**config.mk**
```make
export PLATFORM = sky130hd
export DESIGN_NAME = rx_frame_sync_flat
export DESIGN_NICKNAME = d
export VERILOG_FILES = /design/src/rtl/rx_frame_sync_if.sv /design/src/rtl/rx_frame_sync.sv /design/src/flat_wrapper.sv
export SDC_FILE = /design/constraint.sdc
export NUM_CORES = 1
export LEC_CHECK = 0
export BUFFER_PORTS_ARGS = -buffer_cell sky130_fd_sc_hd__buf_2
export CAP_MARGIN = 5
export CORE_ASPECT_RATIO = 1.2
export CORE_UTILIZATION = 55
export CTS_CLUSTER_DIAMETER = 50
export DETAILED_ROUTE_END_ITERATION = 6
export GPL_TIMING_DRIVEN = 0
export PLACE_DENSITY = 0.83
export RECOVER_POWER = 100
export SETUP_SLACK_MARGIN = 0.2
export SKIP_CTS_REPAIR_TIMING = 1
export SLEW_MARGIN = 20
export SYNTH_ARGS = -nofsm -noshare
export SYNTH_HDL_FRONTEND = slang
export SYNTH_SLANG_ARGS = --single-unit
```
**constraint.sdc**
```tcl
create_clock -name clk -period 3.75 [get_ports clk]
set_clock_uncertainty 0.05 [all_clocks]
set_input_delay 0.1875 -clock clk [delete_from_list [all_inputs] [get_ports clk]]
set_output_delay 0.1875 -clock clk [all_outputs]
set_load 0.005 [all_outputs]
```
**src/rtl/rx_frame_sync_if.sv**
```systemverilog
// Byte-stream bus between the RX control-symbol detector and the frame
// synchroniser. The master drives the symbol stream; the slave returns the
// de-framed payload and the lock status.
interface rx_frame_sync_if;
  logic       enb;
  logic [7:0] rx_DataS;
  logic       rx_Valid;
  logic [7:0] out_data;
  logic       out_valid;
  logic       out_sop;
  logic       out_eop;
  logic       out_abort;
  logic       locked;
  logic       frame_err;

  modport master (
    output enb, rx_DataS, rx_Valid,
    input  out_data, out_valid, out_sop, out_eop, out_abort, locked, frame_err
  );

  modport slave (
    input  enb, rx_DataS, rx_Valid,
    output out_data, out_valid, out_sop, out_eop, out_abort, locked, frame_err
  );
endinterface

```
**src/rtl/rx_frame_sync.sv**
```systemverilog
// RX frame synchroniser: acquires symbol lock on COM, drops lock when COMs
// stop arriving, and while locked extracts STP/SDP..END/EDB framed payload.
// A one-byte hold register delays payload by one data beat so that the byte
// carrying EOP is the real last byte of the frame.
module rx_frame_sync #(
  parameter logic [7:0] COM      = 8'hBC,
  parameter logic [7:0] STP      = 8'hFB,
  parameter logic [7:0] SDP      = 8'h5C,
  parameter logic [7:0] SKP      = 8'h1C,
  parameter logic [7:0] END      = 8'hFD,
  parameter logic [7:0] EDB      = 8'hFE,
  parameter int         LOCK_CNT = 4,
  parameter int         MAX_GAP  = 255,
  parameter int         MAX_LEN  = 1024
) (
  input  logic           clk,
  input  logic           rst,
  rx_frame_sync_if.slave bus
);

  localparam int CW = (LOCK_CNT > 1) ? $clog2(LOCK_CNT + 1) : 1;

  typedef enum logic [1:0] {S_UNLOCKED, S_ALIGN, S_LOCKED} sync_e;
  typedef enum logic [1:0] {F_IDLE, F_FRAME, F_DROP}       frame_e;

  sync_e         sync_q, sync_d;
  frame_e        frm_q, frm_d;
  logic [CW-1:0] com_q, com_d;
  logic [7:0]    gap_q, gap_d;
  logic [10:0]   len_q, len_d;
  logic [7:0]    hold_q, hold_d;
  logic          hv_q, hv_d;
  logic          first_q, first_d;
  logic [7:0]    data_q, data_d;
  logic          vld_q, vld_d;
  logic          sop_q, sop_d;
  logic          eop_q, eop_d;
  logic          abt_q, abt_d;
  logic          ferr_q, ferr_d;

  logic is_com, is_fill, is_start, is_end, is_edb, is_data;
  logic tmo, lk_beat;

  // Fill symbols (COM/SKP) take precedence over framing codes so they can
  // never open or close a frame, even with unusual parameter choices.
  assign is_com   = bus.rx_Valid && (bus.rx_DataS == COM);
  assign is_fill  = bus.rx_Valid && (bus.rx_DataS == COM || bus.rx_DataS == SKP);
  assign is_start = bus.rx_Valid && !is_fill && (bus.rx_DataS == STP || bus.rx_DataS == SDP);
  assign is_end   = bus.rx_Valid && !is_fill && (bus.rx_DataS == END);
  assign is_edb   = bus.rx_Valid && !is_fill && (bus.rx_DataS == EDB);
  assign is_data  = !bus.rx_Valid;

  // The timeout beat itself is treated as an unlocked beat by the framer.
  assign tmo     = bus.enb && !is_com && (sync_q != S_UNLOCKED) && (gap_q == 8'(MAX_GAP));
  assign lk_beat = bus.enb && (sync_q == S_LOCKED) && !tmo;

  // Sync FSM next state: COM counting toward lock and COM-gap watchdog.
  always_comb begin
    sync_d = sync_q;
    com_d  = com_q;
    gap_d  = gap_q;
    if (bus.enb) begin
      case (sync_q)
        S_UNLOCKED: begin
          if (is_com) begin
            gap_d = '0;
            if (LOCK_CNT <= 1) begin
              sync_d = S_LOCKED;
              com_d  = '0;
            end else begin
              sync_d = S_ALIGN;
              com_d  = CW'(1);
            end
          end
        end
        S_ALIGN: begin
          if (is_com) begin
            gap_d = '0;
            if (com_q + CW'(1) == CW'(LOCK_CNT)) begin
              sync_d = S_LOCKED;
              com_d  = '0;
            end else begin
              com_d = com_q + CW'(1);
            end
          end else if (tmo) begin
            sync_d = S_UNLOCKED;
            com_d  = '0;
            gap_d  = '0;
          end else begin
            gap_d = gap_q + 8'd1;
          end
        end
        S_LOCKED: begin
          if (is_com) begin
            gap_d = '0;
          end else if (tmo) begin
            sync_d = S_UNLOCKED;
            gap_d  = '0;
          end else begin
            gap_d = gap_q + 8'd1;
          end
        end
        default: sync_d = S_UNLOCKED;
      endcase
    end
  end

  // Frame FSM next state and output strobes; H is emitted one data beat late.
  always_comb begin
    frm_d   = frm_q;
    len_d   = len_q;
    hold_d  = hold_q;
    hv_d    = hv_q;
    first_d = first_q;
    data_d  = data_q;
    vld_d   = 1'b0;
    sop_d   = 1'b0;
    eop_d   = 1'b0;
    abt_d   = 1'b0;
    ferr_d  = 1'b0;
    if (bus.enb) begin
      if (!lk_beat) begin
        // Not locked (or losing lock on this beat): truncate any open frame.
        if (frm_q == F_FRAME && hv_q) begin
          vld_d   = 1'b1;
          data_d  = hold_q;
          sop_d   = first_q;
          eop_d   = 1'b1;
          abt_d   = 1'b1;
          first_d = 1'b0;
        end
        frm_d = F_IDLE;
        hv_d  = 1'b0;
        if (is_start || is_end || is_edb) ferr_d = 1'b1;
      end else begin
        case (frm_q)
          F_IDLE: begin
            if (is_start) begin
              frm_d   = F_FRAME;
              len_d   = '0;
              first_d = 1'b1;
              hv_d    = 1'b0;
            end
          end
          F_FRAME: begin
            if (is_data) begin
              if (len_q >= 11'(MAX_LEN)) begin
                vld_d   = 1'b1;
                data_d  = hold_q;
                sop_d   = first_q;
                eop_d   = 1'b1;
                abt_d   = 1'b1;
                first_d = 1'b0;
                hv_d    = 1'b0;
                frm_d   = F_DROP;
              end else begin
                if (hv_q) begin
                  vld_d   = 1'b1;
                  data_d  = hold_q;
                  sop_d   = first_q;
                  first_d = 1'b0;
                end
                hold_d = bus.rx_DataS;
                hv_d   = 1'b1;
                len_d  = len_q + 11'd1;
              end
            end else if (is_start || is_end || is_edb) begin
              if (hv_q) begin
                vld_d   = 1'b1;
                data_d  = hold_q;
                sop_d   = first_q;
                eop_d   = 1'b1;
                abt_d   = !is_end;
                first_d = 1'b0;
              end else begin
                ferr_d = 1'b1;
              end
              hv_d = 1'b0;
              if (is_start) begin
                frm_d   = F_FRAME;
                len_d   = '0;
                first_d = 1'b1;
              end else begin
                frm_d = F_IDLE;
              end
            end
          end
          F_DROP: begin
            if (is_end || is_edb) begin
              frm_d = F_IDLE;
            end else if (is_start) begin
              frm_d   = F_FRAME;
              len_d   = '0;
              first_d = 1'b1;
              hv_d    = 1'b0;
            end
          end
          default: frm_d = F_IDLE;
        endcase
      end
    end
  end

  // State, counters, hold register and registered outputs.
  always_ff @(posedge clk or posedge rst) begin
    if (rst) begin
      sync_q  <= S_UNLOCKED;
      frm_q   <= F_IDLE;
      com_q   <= '0;
      gap_q   <= '0;
      len_q   <= '0;
      hold_q  <= '0;
      hv_q    <= 1'b0;
      first_q <= 1'b0;
      data_q  <= '0;
      vld_q   <= 1'b0;
      sop_q   <= 1'b0;
      eop_q   <= 1'b0;
      abt_q   <= 1'b0;
      ferr_q  <= 1'b0;
    end else begin
      sync_q  <= sync_d;
      frm_q   <= frm_d;
      com_q   <= com_d;
      gap_q   <= gap_d;
      len_q   <= len_d;
      hold_q  <= hold_d;
      hv_q    <= hv_d;
      first_q <= first_d;
      data_q  <= data_d;
      vld_q   <= vld_d;
      sop_q   <= sop_d;
      eop_q   <= eop_d;
      abt_q   <= abt_d;
      ferr_q  <= ferr_d;
    end
  end

  assign bus.out_data  = data_q;
  assign bus.out_valid = vld_q;
  assign bus.out_sop   = sop_q;
  assign bus.out_eop   = eop_q;
  assign bus.out_abort = abt_q;
  assign bus.frame_err = ferr_q;
  assign bus.locked    = (sync_q == S_LOCKED);

endmodule

```
**src/flat_wrapper.sv**
```systemverilog
// flat-port wrapper written by rule: the top's interface ports become plain ports
module rx_frame_sync_flat 
#(
  parameter logic [7:0] COM      = 8'hBC,
  parameter logic [7:0] STP      = 8'hFB,
  parameter logic [7:0] SDP      = 8'h5C,
  parameter logic [7:0] SKP      = 8'h1C,
  parameter logic [7:0] END      = 8'hFD,
  parameter logic [7:0] EDB      = 8'hFE,
  parameter int         LOCK_CNT = 4,
  parameter int         MAX_GAP  = 255,
  parameter int         MAX_LEN  = 1024
)
  (clk, rst, bus_enb, bus_rx_DataS, bus_rx_Valid, bus_out_data, bus_out_valid, bus_out_sop, bus_out_eop, bus_out_abort, bus_locked, bus_frame_err);
  rx_frame_sync_if bus_i ();
  input  logic clk;
  input  logic rst;
  input wire logic [$bits(bus_i.enb)-1:0] bus_enb;
  input wire logic [$bits(bus_i.rx_DataS)-1:0] bus_rx_DataS;
  input wire logic [$bits(bus_i.rx_Valid)-1:0] bus_rx_Valid;
  output wire logic [$bits(bus_i.out_data)-1:0] bus_out_data;
  output wire logic [$bits(bus_i.out_valid)-1:0] bus_out_valid;
  output wire logic [$bits(bus_i.out_sop)-1:0] bus_out_sop;
  output wire logic [$bits(bus_i.out_eop)-1:0] bus_out_eop;
  output wire logic [$bits(bus_i.out_abort)-1:0] bus_out_abort;
  output wire logic [$bits(bus_i.locked)-1:0] bus_locked;
  output wire logic [$bits(bus_i.frame_err)-1:0] bus_frame_err;
  assign bus_i.enb = bus_enb;
  assign bus_i.rx_DataS = bus_rx_DataS;
  assign bus_i.rx_Valid = bus_rx_Valid;
  assign bus_out_data = bus_i.out_data;
  assign bus_out_valid = bus_i.out_valid;
  assign bus_out_sop = bus_i.out_sop;
  assign bus_out_eop = bus_i.out_eop;
  assign bus_out_abort = bus_i.out_abort;
  assign bus_locked = bus_i.locked;
  assign bus_frame_err = bus_i.frame_err;
  rx_frame_sync #(.COM(COM), .STP(STP), .SDP(SDP), .SKP(SKP), .END(END), .EDB(EDB), .LOCK_CNT(LOCK_CNT), .MAX_GAP(MAX_GAP), .MAX_LEN(MAX_LEN)) u_core (.clk(clk), .rst(rst), .bus(bus_i));
endmodule
```
==> Word level (Yosys, flattened, before mapping) <==
Index checks and enable logic that the tools add are counted.
{ "classes": {"n_addsub": 3, "n_lt_le_gt_ge": 1, "n_eq_ne": 25, "muxes": 87, "n_bitwise": 2, "reduce_logical": 38} }
{ "ops": {"columns": ["op", "n"], "rows": [
  ["2-to-1 mux 8 bit", 10],
  ["2-to-1 mux 11 bit", 5],
  ["2-to-1 mux 1 bit", 50],
  ["== test 8 bit, second input constant", 5],
  ["one-hot mux 11 bit (3 select lines)", 1],
  ["2-to-1 mux 2 bit", 11],
  ["one-hot mux 8 bit (2 select lines)", 1],
  ["AND reduction 4 bit", 4],
  ["!= test 3 bit, second input constant", 5],
  ["logical AND 1 bit", 12],
  ["2-to-1 mux 3 bit", 4],
  ["!= test 4 bit, second input constant", 3],
  ["one-hot mux 2 bit (3 select lines)", 2],
  ["adder 11 x 1 -> 11 bit, second input constant", 1],
  ["greater-or-equal comparator 11 bit, second input constant", 1],
  ["AND reduction 5 bit", 2],
  ["adder 8 x 1 -> 8 bit, second input constant", 1],
  ["== test 8 x 5 -> 1 bit, second input constant", 1],
  ["== test 8 x 7 -> 1 bit, second input constant", 1],
  ["nonzero test 2 bit", 4],
  ["!= test 2 bit, second input constant", 3],
  ["one-hot mux 1 bit (3 select lines)", 2],
  ["one-hot mux 3 bit (2 select lines)", 1],
  ["AND reduction 3 bit", 2],
  ["other kinds (13)", 24]
]} }
{ "word_totals": {"reg_bits": 49, "in_bits": 12, "out_inout_bits": 14, "word_cells": 170} }

==> Longest topological paths before layout <==
{ "logic_depth": {"word_depth": 13, "mapped_depth": 11, "mapped_depth_nobuf": 8} }

==> Worst setup path after synthesis <==
OpenSTA, ideal clock, no wires.
{ "synth_path": {"path_type": "input to register", "start": "in bus_rx_DataS[0]", "end": "reg u_core.data_q[0], in the netlist u_core.bus.out_data[0]", "arrival_time_ps": 2403, "path_slack_ps": 1173, "stages": 9, "path_buffers": 3, "path_cell_list": "buf_6 or3b_1 buf_2 or3_1 buf_6 a21oi_4 a22oi_2 a211oi_4 mux2_2"} }
{ "synth_via": {"elab_chain_cells": 10} }
{ "synth_lines": {"columns": ["item", "line", "rtl"], "rows": [
  ["from (decl)", "flat_wrapper.sv:19", "input wire logic [$bits(bus_i.rx_DataS)-1:0] bus_rx_DataS;"],
  ["== test 8 bit / == test 8 x 5 -> 1 bit (equally long branches)", "rx_frame_sync.sv:46, rx_frame_sync.sv:47", null],
  ["logical OR 1 bit / logical AND 1 bit (equally long branches)", "rx_frame_sync.sv:47, rx_frame_sync.sv:46", null],
  ["logical AND 1 bit / zero test 1 bit (equally long branches)", "rx_frame_sync.sv:47, rx_frame_sync.sv:54", null],
  ["zero test 1 bit / logical AND 1 bit (equally long branches)", null, null],
  ["logical AND 1 bit (on tied branches)", null, null],
  ["logical AND 1 bit (on tied branches)", "rx_frame_sync.sv:48, rx_frame_sync.sv:49, rx_frame_sync.sv:54", null],
  ["logical OR 1 bit / zero test 1 bit (equally long branches)", "rx_frame_sync.sv:167, rx_frame_sync.sv:55", null],
  ["logical OR 1 bit / logical AND 1 bit (equally long branches)", "rx_frame_sync.sv:167, rx_frame_sync.sv:55", null],
  ["!= test 3 bit (no line) (tied with other cells)", null, null],
  ["AND reduction 4 bit (no line)", null, null],
  ["to (signal assigned)", "rx_frame_sync.sv:230", "data_q <= data_d;"],
  ["to (decl)", "rx_frame_sync.sv:34", "logic [7:0] data_q, data_d;"]
]} }
Several ways; a longest one is shown, not always the timed one.
A chain may end at the register's enable or synchronous reset.

==> Final worst setup path <==
{ "layout_path": {"start": "reg u_core.sync_q[0]", "end": "reg u_core.len_q[5]"} }
{ "layout_via": {"elab_chain_cells": 6} }
{ "layout_lines": {"columns": ["item", "line", "rtl"], "rows": [
  ["from (decl)", "rx_frame_sync.sv:26", "sync_e sync_q, sync_d;"],
  ["from (signal assigned)", "rx_frame_sync.sv:222", "sync_q <= sync_d;"],
  ["nonzero test 2 bit", "rx_frame_sync.sv:54", "assign tmo = bus.enb && !is_com && (sync_q != S_UNLOCKED) && (gap_q == 8'(MAX_GAP));"],
  ["logical AND 1 bit (2 in series)", "rx_frame_sync.sv:54", null],
  ["zero test 1 bit", "rx_frame_sync.sv:55", "assign lk_beat = bus.enb && (sync_q == S_LOCKED) && !tmo;"],
  ["logical AND 1 bit (*)", "rx_frame_sync.sv:55", null],
  ["AND reduction 6 bit (no line) (*)", null, null],
  ["to (signal assigned)", "rx_frame_sync.sv:226", "len_q <= len_d;"],
  ["to (decl)", "rx_frame_sync.sv:30", "logic [10:0] len_q, len_d;"]
]} }
Mark *: on every way between the ends. The rest lies on a longest branch, timed or not.

==> results.md <==
* Root Driver: clkbuf_8
* Worst-path clk slew at 0.09 ns
* Synth Instances at 289
* Share of total power in the clock network at 32.7%
* Nets at 342
* Status: complete, but fails checks
* RSZ-0062 raised after global routing: no
* Syn_nets at 310
* TNS Setup at 0 ns
* Post-Syn Area per Cell at 9.69 sq um
* Worst-Skew Late Latency at 0.31 ns
* Net Sw Frac at 28.0%
* Full die area at 5380 sq um
* Core area at 4900 sq um
* Critical R2R Launch: u_core.sync_q[0]
* I/O pins at 26
* Initial Util at 57.1%
* CTS tree: done
* Fin. max-slew vios at 34
* P&R area growth vs syn at 10.2%
* Critical Path AT at 3.07 ns
* Comb pwr share at 16.9%
* Crit start category: register
* Max stage delay on crit path at 0.42 ns
* Remaining DRCs at 0
* Final Cycle Share at 77.5%
* Placed cell areas at 3010 sq um
* Worst EP required at 3.92 ns
* Vias in the first global route at 2160
* Total number of vias at 2358
* Simple logic cell fraction of the synthesized area at 18.6%
* Rel. slew slack at -13.6%
* First-pass iteration count of the detailed router at 5
* R2R depth at 10
* Worst Hold Launch: bus_rx_DataS[4]
* Share of layout cells above drive strength 1 at 15.2%
* Global-route wire length before repair at 9580 um
* Failing checks: capacitance limit, slew limit
* Die width at 67.2 um
* Max FO, Critical Path at 10
* Share of synthesized flip-flops with an asynchronous set or reset at 100%
* Hold path endpoint: u_core.hold_q[4]
* Clk buf depth at 2
* Critical path endpoint category: register
* Fillers at 407
* Post-synthesis sequential area ratio at 43.8%
* Mux cell area share after synthesis at 7.19%
* Complex-gate fraction of the synthesized area at 21.4%
* Leakage Power at 1.35 nW
* Final Util at 63.0%
* Post-Place Cells at 373
* Max Freq at 0.344 GHz
* Max-cap violation count at 1
* Adder-cell share of the synthesized area at 4.02%
* Port Buf Inserts at 23
* Min Clock Period, post-route at 2.91 ns
* Cell variety after synth at 54
* Die height at 80.2 um
* WS Path Type: register to register
* Fin cells at 382
* Final Instance Area at 3090 sq um
* Placement Rows at 28
* Final setup vio count at 0
* Power Internal at 825 uW
* Worst Hold Depth at 2
* H-tree Lvls at 2
* Peak VDD IR at 0.000251 V
* Final hold vios at 0
* PwrDens at 371 nW/um^2
* ANT cells at 0
* Flop pwr share at 50.4%
* Place WS at 0.860 ns
* YS warnings at 0
* TritonCTS Buffers at 5
* R2R Setup Slk at 0.84 ns
* XOR/XNOR Fraction of Synth Area at 1.25%
* Global route overflow at 0
* Overall global routing resource usage at 23.4%
* Post-synth EDFFs at 0
* Post-route setup slack at 0.843 ns
* Largest net degree at the start of global routing at 34
* Sw power at 321 uW
* Detailed Place HPWL at 4260 um
* Routability congestion estimate at 0.847
* CP max stage cell: dfrtp_1
* DRT Wirelength at 5940 um
* Worst slew pin tran at 1.70 ns
* Initial antenna violation count at 0
* Clock sink count at 49
* Crit path cell chain: inv_1 -> ha_1 -> and4b_1 -> and4_1 -> a21oi_4 -> and3_1 -> buf_4 -> clkbuf_1 -> o21ai_0 -> a41oi_1
* Predominant post-synthesis flop cell: dfrtp_1
* Vias per cell at 6.17
* Worst R2R End: u_core.len_q[5]
* Flip-flop and latch count after synthesis at 49
* Wirelength per Cell at 15.6 um
* Antenna Nets Post-Route at 0
* Largest family of logic cells by synthesized area: compound AO/OA/AOI/OAI gates
* Initial detailed-routing violation count at 143
* Hold crit path type: input pin to register
* Mapped Area at 2800 sq um
## cell usage in the layout, fill, tap and decap left out, drive strengths merged, types with 3 or more instances in the layout
cell / netlist / final
dfrtp: 49 / 49
o21ai: 28 / 28
clkbuf: 5 / 23
nor2: 21 / 21
nand2: 20 / 20
buf: 6 / 18
mux2: 17 / 17
o31ai: 15 / 15
nand3: 12 / 12
a21oi: 12 / 12
inv: 10 / 10
a31oi: 9 / 9
ha: 9 / 9
and3: 8 / 8
nor3: 7 / 7
nand4: 4 / 4
or2: 4 / 4
a211oi: 4 / 4
nand3b: 3 / 3
xor2: 3 / 3
nor2b: 3 / 3
nand2b: 3 / 3
nor3b: 3 / 3
a41oi: 3 / 3
## layout make-up
| type | count | area [sq um] | share of cell area, % |
|---|---|---|---|
| repair buffers | 25 | 118 | 3.81 |
| flip-flops and latches | 49 | 1230 | 39.7 |
| plain buffers | 11 | 61.3 | 1.99 |
| well taps | 60 | 75.1 | 2.43 |
| clock buffers | 6 | 72.6 | 2.35 |
| multi-input cells | 219 | 1460 | 47.2 |
| clock inverters | 2 | 38.8 | 1.26 |
| inverters | 10 | 37.5 | 1.22 |
## state kept, by name, summed over array words and instances (netlist names)
register              count
u_core.bus.out_abort      1
u_core.sync_q             2
u_core.gap_q              8
u_core.bus.out_valid      1
u_core.len_q             11
u_core.first_q            1
u_core.bus.out_data       8
u_core.bus.out_sop        1
u_core.frm_q              2
u_core.hv_q               1
u_core.bus.frame_err      1
u_core.hold_q             8
u_core.bus.out_eop        1
u_core.com_q              3
## worst max-delay path, delay by kind of cell (launching register included)
kind | cells | cell delay, ns
adders and majority gates | 1 | 0.24
DFF | 1 | 0.42
AOI/OAI and AO/OA | 3 | 0.70
buffers and inverters | 3 | 0.67
and+or+nand+nor | 3 | 0.73
## cells in the mapped netlist, types with 4 or more instances
| cell | n | area (sq um) |
|---|---|---|
| a31oi_1 | 9 | 56.3 |
| nand4_1 | 4 | 25.0 |
| nor3_1 | 7 | 35.0 |
| mux2_2 | 17 | 191 |
| o21ai_0 | 28 | 140 |
| nand3_1 | 12 | 60.1 |
| dfrtp_1 | 49 | 1230 |
| a21oi_1 | 11 | 55.1 |
| nand2_1 | 19 | 71.3 |
| ha_1 | 9 | 113 |
| and3_1 | 8 | 50.1 |
| clkbuf_1 | 5 | 18.8 |
| o31ai_1 | 15 | 113 |
| inv_1 | 10 | 37.5 |
| nor2_1 | 21 | 78.8 |
## worst max path at each step
stage                                 from                     end  slack [ns]  depth (start not counted)
after floorplan            bus_rx_DataS[0]  u_core.bus.out_data[0]        1.17                          9
after global placement     bus_rx_DataS[1]  u_core.bus.out_data[1]        0.91                          9
after detailed placement   bus_rx_DataS[1]  u_core.bus.out_data[0]        0.86                          9
after CTS                 u_core.sync_q[0]  u_core.bus.out_data[0]        1.00                          8
after global routing      u_core.sync_q[0]         u_core.len_q[6]        0.65                         10
final                     u_core.sync_q[0]         u_core.len_q[5]        0.84                         10
## per-layer routing
| metal | vias to the layer above | share of wire (%) | global-route usage [%] |
|---|---|---|---|
| met2 | 40 | 52 | 40.6 |
| met1 | 1167 | 44 | 28.3 |
| met5 | - | 0 | 0 |
| met3 | 6 | 2.7 | 4.40 |
| met4 | 0 | 0.93 | 8.09 |
| li1 | 1145 | - | - |
## stage by stage
stage	power, mW	hold slack, ns
detailed placement	0.782	0.145
CTS	1.16	-0.188
global route	1.21	0.107
global placement	0.775	0.417
floorplan	0.730	0.289
finish	1.15	0.108
## cell families (layout without fill, tap and decap cells)
logic type / Yosys count / after routing
multiplexers: 18 / 18
XOR/XNOR: 4 / 4
buffers and inverters: 21 / 54
AO/OA/AOI/OAI: 89 / 89
flip-flops: 49 / 49
AND/OR/NAND/NOR: 99 / 99
adder cells (fa/ha/maj): 9 / 9
## power groups by stage
stage	sequential (mW)	clock, mW	combinational [mW]
finish	0.578	0.375	0.194
global route	0.582	0.403	0.222
CTS	0.578	0.383	0.195
detailed placement	0.588	0	0.194
global placement	0.587	0	0.187
floorplan	0.582	0	0.148
(Power assumes the default switching activity.)
